$ cat src/rtl/twos_pkg.sv
// Shared definitions for the serial two's-complement decoder/encoder family:
// FSM encoding, default word width and a counter-width helper.
package twos_pkg;

    localparam logic [1:0] IDLE  = 2'd0;
    localparam logic [1:0] SHIFT = 2'd1;
    localparam logic [1:0] DONE  = 2'd2;

    localparam int TWOS_WIDTH = 6;

    // Bits needed to count 0..value-1; never less than one.
    function automatic int clog2(input int value);
        int r;
        int v;
        r = 0;
        v = value - 1;
        while (v > 0) begin
            r++;
            v = v >> 1;
        end
        return (r < 1) ? 1 : r;
    endfunction

endpackage

$ cat src/rtl/twos_to_signmag_serial_cell.sv
// One-bit "copy up to the first 1, invert afterwards" complement cell.
// Reusable by a serial two's-complement encoder as well as the decoder.
module serial_complement_cell (
    input  logic clk,
    input  logic Reset,
    input  logic clr,
    input  logic en,
    input  logic b,
    input  logic sign,
    output logic out_bit,
    output logic seen_one
);

    always_ff @(posedge clk or posedge Reset) begin
        if (Reset)
            seen_one <= 1'b0;
        else if (clr)
            seen_one <= 1'b0;
        else if (en)
            seen_one <= seen_one | b;
    end

    assign out_bit = sign ? (b ^ seen_one) : b;

endmodule

$ cat src/rtl/twos_to_signmag_serial.sv
// Bit-serial two's-complement to sign/magnitude decoder, LSB first.
// Define TWOS_DEC_SAT_EN to saturate the most-negative input to 2^(WIDTH-1)-1.
module twos_to_signmag_serial
    import twos_pkg::*;
#(
    parameter int WIDTH = TWOS_WIDTH
) (
    input  logic             clk,
    input  logic             Reset,
    input  logic [WIDTH-1:0] In_Data,
    input  logic             In_Valid,
    output logic             In_Ready,
    output logic             Sign,
    output logic [WIDTH-1:0] Magnitude,
    output logic             Out_Valid,
    input  logic             Out_Ready,
    output logic             Overflow
);

    localparam int CW = clog2(WIDTH);

    logic [1:0]       state;
    logic [WIDTH-1:0] sreg;
    logic [CW-1:0]    cnt;
    logic             out_bit;
    logic             seen_one;
    logic             accept;
    logic             shift_en;
    logic             last;

    assign In_Ready  = (state == IDLE) && !Reset;
    assign Out_Valid = (state == DONE);
    assign accept    = In_Valid && In_Ready;
    assign shift_en  = (state == SHIFT);
    assign last      = shift_en && (cnt == CW'(WIDTH - 1));

    serial_complement_cell u_cell (
        .clk      (clk),
        .Reset    (Reset),
        .clr      (accept),
        .en       (shift_en),
        .b        (sreg[0]),
        .sign     (Sign),
        .out_bit  (out_bit),
        .seen_one (seen_one)
    );

`ifdef TWOS_DEC_SAT_EN
    // Only the most-negative word reaches its sign bit without a prior 1.
    logic sat_hit;
    logic ovf;
    assign sat_hit  = last && sreg[0] && !seen_one;
    assign Overflow = ovf;

    always_ff @(posedge clk or posedge Reset) begin
        if (Reset)
            ovf <= 1'b0;
        else if (accept || (Out_Valid && Out_Ready))
            ovf <= 1'b0;
        else if (sat_hit)
            ovf <= 1'b1;
    end
`else
    logic unused_seen;
    assign unused_seen = seen_one;
    assign Overflow    = 1'b0;
`endif

    always_ff @(posedge clk or posedge Reset) begin
        if (Reset) begin
            state     <= IDLE;
            sreg      <= '0;
            cnt       <= '0;
            Sign      <= 1'b0;
            Magnitude <= '0;
        end else begin
            case (state)
                IDLE: begin
                    if (accept) begin
                        sreg  <= In_Data;
                        Sign  <= In_Data[WIDTH-1];
                        cnt   <= '0;
                        state <= SHIFT;
                    end
                end
                SHIFT: begin
                    sreg      <= {1'b0, sreg[WIDTH-1:1]};
                    Magnitude <= {out_bit, Magnitude[WIDTH-1:1]};
                    cnt       <= cnt + 1'b1;
                    if (last) begin
                        state <= DONE;
`ifdef TWOS_DEC_SAT_EN
                        if (sat_hit)
                            Magnitude <= {1'b0, {(WIDTH-1){1'b1}}};
`endif
                    end
                end
                DONE: begin
                    if (Out_Ready)
                        state <= IDLE;
                end
                default: state <= IDLE;
            endcase
        end
    end

endmodule

$ cat config.mk
export PLATFORM = sky130hd
export DESIGN_NAME = twos_to_signmag_serial
export DESIGN_NICKNAME = d
export VERILOG_FILES = /design/src/rtl/twos_pkg.sv /design/src/rtl/twos_to_signmag_serial_cell.sv /design/src/rtl/twos_to_signmag_serial.sv
export SDC_FILE = /design/constraint.sdc
export NUM_CORES = 1
export LEC_CHECK = 0
export BUFFER_PORTS_ARGS = -buffer_cell sky130_fd_sc_hd__buf_2
export CAP_MARGIN = 15
export CORE_UTILIZATION = 54
export CTS_BUF_LIST = sky130_fd_sc_hd__clkbuf_8 sky130_fd_sc_hd__clkbuf_16
export CTS_CLUSTER_DIAMETER = 200
export CTS_CLUSTER_SIZE = 28
export DETAILED_ROUTE_END_ITERATION = 7
export PLACE_DENSITY_LB_ADDON = 0.25
export SETUP_SLACK_MARGIN = 0.2
export SYNTH_ARGS = -nofsm -noshare
export SYNTH_HDL_FRONTEND = slang
export SYNTH_SLANG_ARGS = --single-unit
$ cat constraint.sdc
create_clock -name clk -period 2.3 [get_ports clk]
set_clock_uncertainty 0.05 [all_clocks]
set_input_delay 0.46 -clock clk [delete_from_list [all_inputs] [get_ports clk]]
set_output_delay 0.46 -clock clk [all_outputs]
set_load 0.01 [all_outputs]
* Word level (Yosys, flattened, before mapping) *
Cells that the tools add are included.

operators by class
  reductions and logical operators = 10
  muxes and demuxes = 11
  add/sub/neg operators = 1
  equality and inequality tests = 6
  bitwise logic cells = 2

operators with widths
  cell                 number
  $pmux 6 s2           1
  $mux 2               3
  $mux 6               1
  $pmux 2 s3           1
  $pmux 3 s2           1
  $ne 2x1->1 const B   2
  $reduce_and 2->1     2
  $reduce_bool 2->1    2
  $add 3x1->3 const B  1
  $eq 3x3->1 const B   1
  $logic_and 1x1->1    3
  $mux 1               3
  $mux 3               1
  $reduce_and 3->1     1
  $eq 2x1->1 const B   1
  $eq 2x2->1 const B   1
  $logic_not 2->1      1
  $ne 2x2->1 const B   1
  $logic_not 1->1      1
  $or 1x1->1           1
  $xor 1x1->1          1

word-level totals
  register bits after elaboration = 19
  logic and storage cells = 36

* Depth between registers and ports, before layout *
Gate-level depths: netlist of run 1.

  depth after elaboration = 5
  mapped depth = 4
  gate-level depth less buffers = 4

* Cells and area by module *
From an unflattened synthesis of run 1, not the netlist that was laid out.

unflattened totals
  cell total of the unflattened synthesis = 83
  area total of the unflattened synthesis = 897.1 µm²

modules (own cells, without submodules)
  module                  seq. area each (µm²)  times used  cells each  area an instance (µm²)
  twos_to_signmag_serial  450.4                 1           74          823.3
  serial_complement_cell  25.0                  1           9           73.8

* Least setup slack after synthesis of run 1 *
Ideal clock, no wire load.

  kind = input to register
  start point = input Reset
  end point = register sreg[1]
  path slack = 0.952 ns
  path buffers = 0
  cell stages on the path = 3
  setup time = 0.121 ns
  arrival time = 1.176 ns
  data required time = 2.129 ns
  cells stage by stage = or3b_4 -> o22a_1 -> o22a_1

on the way
  longest elaborated chain between the ends = 5

RTL lines
  element                     RTL line                      RTL
  from (decl)                 twos_to_signmag_serial.sv:9   input logic Reset,
  $logic_not 1->1 (no line)   -
  $logic_and 1x1->1           twos_to_signmag_serial.sv:31  assign In_Ready = (state == IDLE) && !Reset;
  $logic_and 1x1->1           twos_to_signmag_serial.sv:33  assign accept = In_Valid && In_Ready;
  $ne 2x2->1 (no line)        -
  $reduce_and 2->1 (no line)  -
  to (signal assigned)        twos_to_signmag_serial.sv:80  sreg <= In_Data;
  to (signal assigned)        twos_to_signmag_serial.sv:87  sreg <= {1'b0, sreg[WIDTH-1:1]};
  to (decl)                   twos_to_signmag_serial.sv:23  logic [WIDTH-1:0] sreg;

No other way between the ends.
A chain may end at the register's enable or synchronous reset.

* Worst setup path after layout of run 1 *
  start point = register state[1]
  end point = output Out_Valid

on the way
  longest elaborated chain between the ends = 1

RTL lines
  element                 RTL line                      RTL
  from (decl)             twos_to_signmag_serial.sv:22  logic [1:0] state;
  from (signal assigned)  twos_to_signmag_serial.sv:71  state <= IDLE;
  from (signal assigned)  twos_to_signmag_serial.sv:83  state <= SHIFT;
  from (signal assigned)  twos_to_signmag_serial.sv:91  state <= DONE;
  $eq 2x2->1              twos_to_signmag_serial.sv:32  assign Out_Valid = (state == DONE);
  to (decl)               twos_to_signmag_serial.sv:15  output logic Out_Valid,

No other way between the ends.

==> metrics, run 1 <==
outcome=finished clean; Max Root-Sink Buffers=2; register area share after synthesis=0.556; hold buffers post-CTS=0; Post-CTS Resized=0; P_int=roughly 0.93 mW; via count=just over 600; delay-heaviest family, CP=flip-flops; total gr overflow=0; clock-pin slew on the worst setup and hold paths=roughly 0.07 ns; CTS buffer count=3; max-cap violation count=0; diode count=0; largest net degree at the start of global routing=20; Crit path arrival time=roughly 1.2 ns; CP Cell Sequence=nor2b_1 > buf_2; Syn Area/Cell=roughly 12 um2; RSZ-0062 raised after global routing=false; Sw Ratio=0.356; Initial Utilization=0.618; aggregate routed wire length=~1500 um; die area=between 1500 and 2000 um2; slowest stage delay, CP=about 0.56 ns; Crit Path Category=reg -> out; Mapped Cells=70; share of cells above drive strength 1=0.326; Buf/Inv on CP=1; Synth Flop Type=dfrtp_1; Switch Pwr=around 0.52 mW; Syn Nets=83; vias per std cell=a little under 6; Final Critical Period=1.69 ns; HP Class=in -> async; CTS tree=done; element type at the critical path start=flop; Reg power frac=0.428; Worst Tran Pin Value=slightly above 0.7 ns; critical path endpoint category=output port; Lkg Pwr=around 0.49 nW; Synthesis Warnings=0; fin nets=between 100 and 150; required time of the worst setup path=1.79 ns; core area=about 1400 um2; Fmax=just under 0.6 GHz; post-synthesis cell type count=25; Period Utilization, post-route=0.733; Clk pwr share=0.156; DP HPWL=approximately 1000 um; Die Width=41.8 um; number of enable flip-flop cells after synthesis=0; drt pass-1 iters=4; first-pass GRT wire length=2440 um; post-synthesis register bit count=19; I/O Pins=20; Rows=13; FFs w/ async S/R, synth=1.00; Antenna Violating Nets Remaining=0; initial DRC count=5; root buffer cell=clkbuf_8; vias in the first global route=570; Synth area leader=dfrtp_1; Total Power=about 1.5 mW; top cell type's share of synthesized area=0.556; Post-Syn Area=~850 um2; Clk Latency, worst-skew pair=approximately 0.25 ns; H-tree lvl count=1; Setup TNS=0 ns; Finish-stage setup viols=0; # DRC=0; Hold Violations, Final=0; Slew Limit Fails=0; Total GRT Usage=0.190; dominant cell by count in the synthesized netlist=dfrtp_1; Pwr per Cell Area=1460 nW/um2; Comb power frac=0.417; PortBufs=18; GPL Wtd Cong=roughly 0.74; CP max stage cell=dfrtp_1; Area contributors post-synth=dfrtp_1 (56%), mux2_2 (7.9%), ha_1 (4.4%); clock sink count=19; Post-synth top cells=dfrtp_1 (19), inv_1 (6), mux2_2 (6); Die Ht=approximately 42 um; initial antenna violation count=0; Layout area overhead=16.0%; Post-CTS Setup Inserts=0; worst-path maximum fanout=11; DR WL/cell=14.4 um; Peak VDD IR=approximately 0.7 mV; max_slew headroom=0.517
==> metal layers <==
layer  GRT usage  part of all wire  vias up
met5           0                 0        -
met1       0.243              0.45      296
met4       0.123             0.025        0
li1            -                 -      286
met2       0.294              0.47       17
met3      0.0391             0.049        5
==> metrics by stage <==
step | hold slack (ns) | setup slack (ns) | cells | utilization | instance area (um2)
global placement | 0.431 | 0.805 | 100 | 0.684 | 946
floorplan | 0.361 | 0.952 | 70 | - | 855
CTS | 0.309 | 0.619 | 104 | 0.717 | 991
detailed placement | 0.440 | 0.753 | 100 | 0.684 | 946
global route | 0.358 | 0.539 | 104 | 0.717 | 991
finish | 0.291 | 0.613 | 104 | 0.717 | 991
==> state kept, by name, indices dropped and copies added, names as in the netlist <==
signal and flops:
Magnitude 6, sreg 6, cnt 3, state 2, Sign 1, u_cell.seen_one 1
==> path summary, 6_finish.rpt <==
path,endpoint,from,slack (ns),depth (start not counted)
max,Out_Valid,state[1]$_DFFE_PP0P_,0.61,2
min,sreg[1]$_DFFE_PP0P_,Reset,0.29,2
max in group asynchronous,Magnitude[0]$_DFFE_PP0P_,Reset,1.45,2
min in group clk,sreg[5]$_DFFE_PP0P_,In_Data[5],0.40,2
min reg2reg,sreg[5]$_DFFE_PP0P_,sreg[5]$_DFFE_PP0P_,0.45,1
max reg2reg,Magnitude[0]$_DFFE_PP0P_,state[1]$_DFFE_PP0P_,0.79,2
==> cells in the final DEF (no fill, tap or decap), drive strengths merged <==
master   instances
mux2i            3
o22a             4
nor2             1
ha               3
a2bb2oi          2
or3b             1
nand2b           3
a21oi            1
o21ai            2
o22ai            5
a22o             1
nor2b            1
buf             18
dfrtp           19
clkbuf           3
a21o             1
inv              7
nor3             2
nand3            1
mux2             6
a22oi            1
o2bb2ai          1
conb             1
and2             1
nand2            1
==> worst register-to-register path, delay by kind of cell (launching register included) <==
family	cells	cell delay (ns)
flops	1	0.56
mux	1	0.38
simple gates	1	0.41
==> cell families after synthesis <==
family,after synthesis,share of synthesized area
DFF,19,0.556
muxes,9,0.114
AOI/OAI and AO/OA,18,0.158
adders and majority gates,3,0.0439
buffers and inverters,9,0.0469
other,1,0.00439
and+or+nand+nor,11,0.0761
==> area by class of cell <==
cell class,count,area (um2)
clock inverters,1,3.75
inverters,6,22.5
well taps,15,18.8
clock buffers,3,41.3
multi-input cells,42,339
flip-flops and latches,19,475
fillers,114,392
repair buffers,18,90.1
==> power by group through the flow <==
| stage | Combinational (mW) | Clock [mW] | Sequential, mW |
|---|---|---|---|
| 3_5_place_dp | 0.598 | 0 | 0.628 |
| 6_report | 0.604 | 0.226 | 0.620 |
| 4_1_cts | 0.611 | 0.233 | 0.622 |
| 5_1_grt | 0.659 | 0.245 | 0.641 |
| 2_1_floorplan | 0.439 | 0 | 0.623 |
| 3_3_place_gp | 0.577 | 0 | 0.619 |
No activity file was read; power rests on OpenSTA's default activity.
==> inputs of run 2 (changes only) <==
--- a/config.mk
+++ b/config.mk
@@ -5,9 +5,11 @@
 export SDC_FILE = /design/constraint.sdc
 export NUM_CORES = 1
 export LEC_CHECK = 0
+export ABC_AREA = 1
 export BUFFER_PORTS_ARGS = -buffer_cell sky130_fd_sc_hd__buf_2
 export CAP_MARGIN = 15
-export CORE_UTILIZATION = 54
+export CORE_ASPECT_RATIO = 1.25
+export CORE_UTILIZATION = 46
 export CTS_BUF_LIST = sky130_fd_sc_hd__clkbuf_8 sky130_fd_sc_hd__clkbuf_16
 export CTS_CLUSTER_DIAMETER = 200
 export CTS_CLUSTER_SIZE = 28
==> constraint.sdc (replaced) <==
create_clock -name clk -period 1.55 [get_ports clk]
set_clock_uncertainty 0.05 [all_clocks]
set_input_delay 0.31 -clock clk [delete_from_list [all_inputs] [get_ports clk]]
set_output_delay 0.31 -clock clk [all_outputs]
set_load 0.01 [all_outputs]
==> run 2 against run 1 <==
Synthesized cell count increased by 63%. Via count increased by 28%. Count of clock-buffer cells in the layout unchanged. Design area increased by 14%. Die area increased by 25%. First-iteration DRC count increased to 3.8 times the previous value. Cell count increased by 51%. Sequential share of layout area decreased by 5.6 points. Synthesized area increased by 7.6%. Wire length increased by 22%.
==> metrics, run 2 <==
critical path endpoint category=output port; Period Utilization, post-route=0.891; clock sink count=19 (unchanged); Die Width=42.0 um (+0.50%); Setup TNS=0 ns (unchanged); top cell type's share of synthesized area=0.517 (-0.0394); FFs w/ async S/R, synth=1.00 (unchanged); # DRC=0 (unchanged); Sw Ratio=0.413 (+0.0570); register area share after synthesis=0.517 (-0.0394); share of cells above drive strength 1=0.297 (-0.0287); PortBufs=18 (unchanged); Clk Latency, worst-skew pair=0.25 ns (about the same); fin area=1130 um2 (+14%); Die Ht=52.0 um (+24%); Hold Violations, Final=0 (unchanged); clock-pin slew on the worst setup and hold paths=0.07 ns (about the same); I/O Pins=20 (unchanged); placed inst area=1020 um2 (+8.3%); RSZ-0062 raised after global routing=true; hold buffers post-CTS=0 (unchanged); Synthesis Warnings=0 (unchanged); drt pass-1 iters=4 (unchanged); required time of the worst setup path=1.19 ns (-0.60 ns); Crit Path Category=reg -> out; CTS tree=done; post-synthesis register bit count=19 (unchanged); Syn Area/Cell=8.07 um2 (-34%); Total Power=2.25 mW (+55%); post-synthesis cell type count=19 (-24%); Reg power frac=0.395 (-0.033); Final Critical Period=1.38 ns; Antenna Violating Nets Remaining=0 (unchanged); Synth Flop Type=dfrtp_1; total gr overflow=0 (unchanged); root buffer cell=clkbuf_8; Rows=17 (+4); biggest regs=Magnitude: 6 flops, sreg: 6 flops, cnt: 3 flops; dominant cell by count in the synthesized netlist=nand2_1; DR WL/cell=11.6 um (-19%); worst-path maximum fanout=4 (-7); Area contributors post-synth=dfrtp_1 (52%), nand2_1 (22%), nand3_1 (6.0%); first-pass GRT wire length=3120 um (+28%); CP max stage cell=dfrtp_2; Layout area overhead=22.7%; P_int=1.32 mW (+41%); Lkg Pwr=0.647 nW (+33%); Finish-stage setup viols=0 (unchanged); initial antenna violation count=0 (unchanged); Post-Syn Area=920 um2 (+7.6%); initial DRC count=19 (+14); Fmax=around 0.72 GHz; aggregate routed wire length=1820 um (+22%); Post-synth top cells=nand2_1 (53), dfrtp_1 (19), nand3_1 (11); CTS buffer count=3 (unchanged); core area=1830 um2 (+32%); Pwr per Cell Area=1990 nW/um2 (+36%); most common cell after layout, fill and taps aside=nand2_1; Initial Utilization=0.503 (-0.115); WHS=0.105 ns (-0.187 ns); max-cap violation count=0 (unchanged); CP Cell Sequence=nor3_4 > buf_2; number of enable flip-flop cells after synthesis=0 (unchanged); largest net degree at the start of global routing=27 (+35%); Syn Nets=127 (+53%); vias in the first global route=761 (+34%); HP Class=in -> async; H-tree lvl count=1 (unchanged); DP HPWL=1300 um (+25%); Synth area leader=dfrtp_1; Switch Pwr=0.930 mW (+80%); die area=2180 um2 (+25%); most frequent cells in the layout=nand2_1 (52), buf_2 (18), dfrtp_1 (17); Slew Limit Fails=0 (unchanged); GPL Wtd Cong=0.720 (-3.2%); Core Util, Final=0.617 (-0.0998); Peak VDD IR=1.30 mV (+82%); Max Root-Sink Buffers=2 (unchanged); diode count=0 (unchanged); vias per std cell=4.92 (-15%); via count=772 (+28%); slowest stage delay, CP=0.44 ns (-0.12 ns); Total GRT Usage=0.190 (-0.000224); fin nets=152 (+48%); element type at the critical path start=flop; outcome=finished clean; Comb power frac=0.462 (+0.045); Mapped Cells=114 (+63%); Crit path arrival time=1.02 ns (-0.16 ns); fillers=172 (+51%); Clk pwr share=0.143 (-0.013)
-- run 2: worst paths after layout --
path | slack (ns) | from | cells past startpoint | endpoint
worst max-delay path | 0.17 | state[1]$_DFFE_PP0P_ | 2 | In_Ready
worst min-delay path | 0.10 | Reset | 3 | sreg[0]$_DFFE_PP0P_
worst max register to register | 0.23 | state[0]$_DFFE_PP0P_ | 6 | sreg[3]$_DFFE_PP0P_
worst min register to register | 0.45 | Magnitude[0]$_DFFE_PP0P_ | 2 | Magnitude[0]$_DFFE_PP0P_
max in group asynchronous | 1.13 | Reset | 3 | state[0]$_DFFE_PP0P_
min in group clk | 0.19 | Out_Ready | 2 | state[1]$_DFFE_PP0P_
-- run 2: cell families (layout without fill, tap and decap cells) --
kind of cell,count (synthesis),after routing,share of synthesized area
buffers and inverters,14,38,0.0830
xor gates and xnor gates,1,1,0.00953
and+or+nand+nor,71,71,0.317
adders and majority gates,3,3,0.0408
other,1,1,0.00408
DFF,19,19,0.517
AOI/OAI and AO/OA,5,5,0.0286
-- run 2: final cells by class --
class | count | area [um2] | area share
clock buffers | 3 | 41.3 | 0.0366
clock inverters | 1 | 3.75 | 0.00333
inverters | 9 | 37.5 | 0.0333
multi-input cells | 81 | 394 | 0.349
flip-flops and latches | 19 | 478 | 0.424
well taps | 19 | 23.8 | 0.0211
repair buffers | 25 | 150 | 0.133
-- run 2: worst max-delay path: cells and delay by family, from the launching register on --
family	cells	cell delay, ns
buf+inv	1	0.15
simple gates	1	0.18
flops	1	0.44
-- run 2: stage by stage --
stage | instances | setup WS, ns
floorplan | 114 | 0.303
global placement | 150 | 0.257
detailed placement | 150 | 0.205
CTS | 156 | 0.161
global route | 157 | 0.130
finish | 157 | 0.168
-- run 2: what timing repair did --
item / in CTS / in global routing
buffers inserted: 2 / 1
pin swaps: 1 / 1
endpoints found under the setup margin: 5 / 12
gates cloned: 0 / 0
hold endpoints to repair: 0 / 0
gates resized for setup: 1 / 10
-- run 2: power by group through the flow --
stage                     Clock [mW]  Combinational [mW]  Sequential [mW]
after floorplan                    0               0.722            0.889
after global placement             0               0.924            0.868
after detailed placement           0               0.971            0.879
after CTS                      0.329                1.02            0.869
after global routing           0.345                1.20            0.929
final                          0.323                1.04            0.888
-- run 2: per-layer routing --
layer / vias to the layer above / part of all wire / global-route usage
met4: 0 / 0.0077 / 0.0860
met5: - / 0 / 0
met1: 356 / 0.46 / 0.253
li1: 394 / - / -
met2: 20 / 0.49 / 0.313
met3: 2 / 0.036 / 0.0208
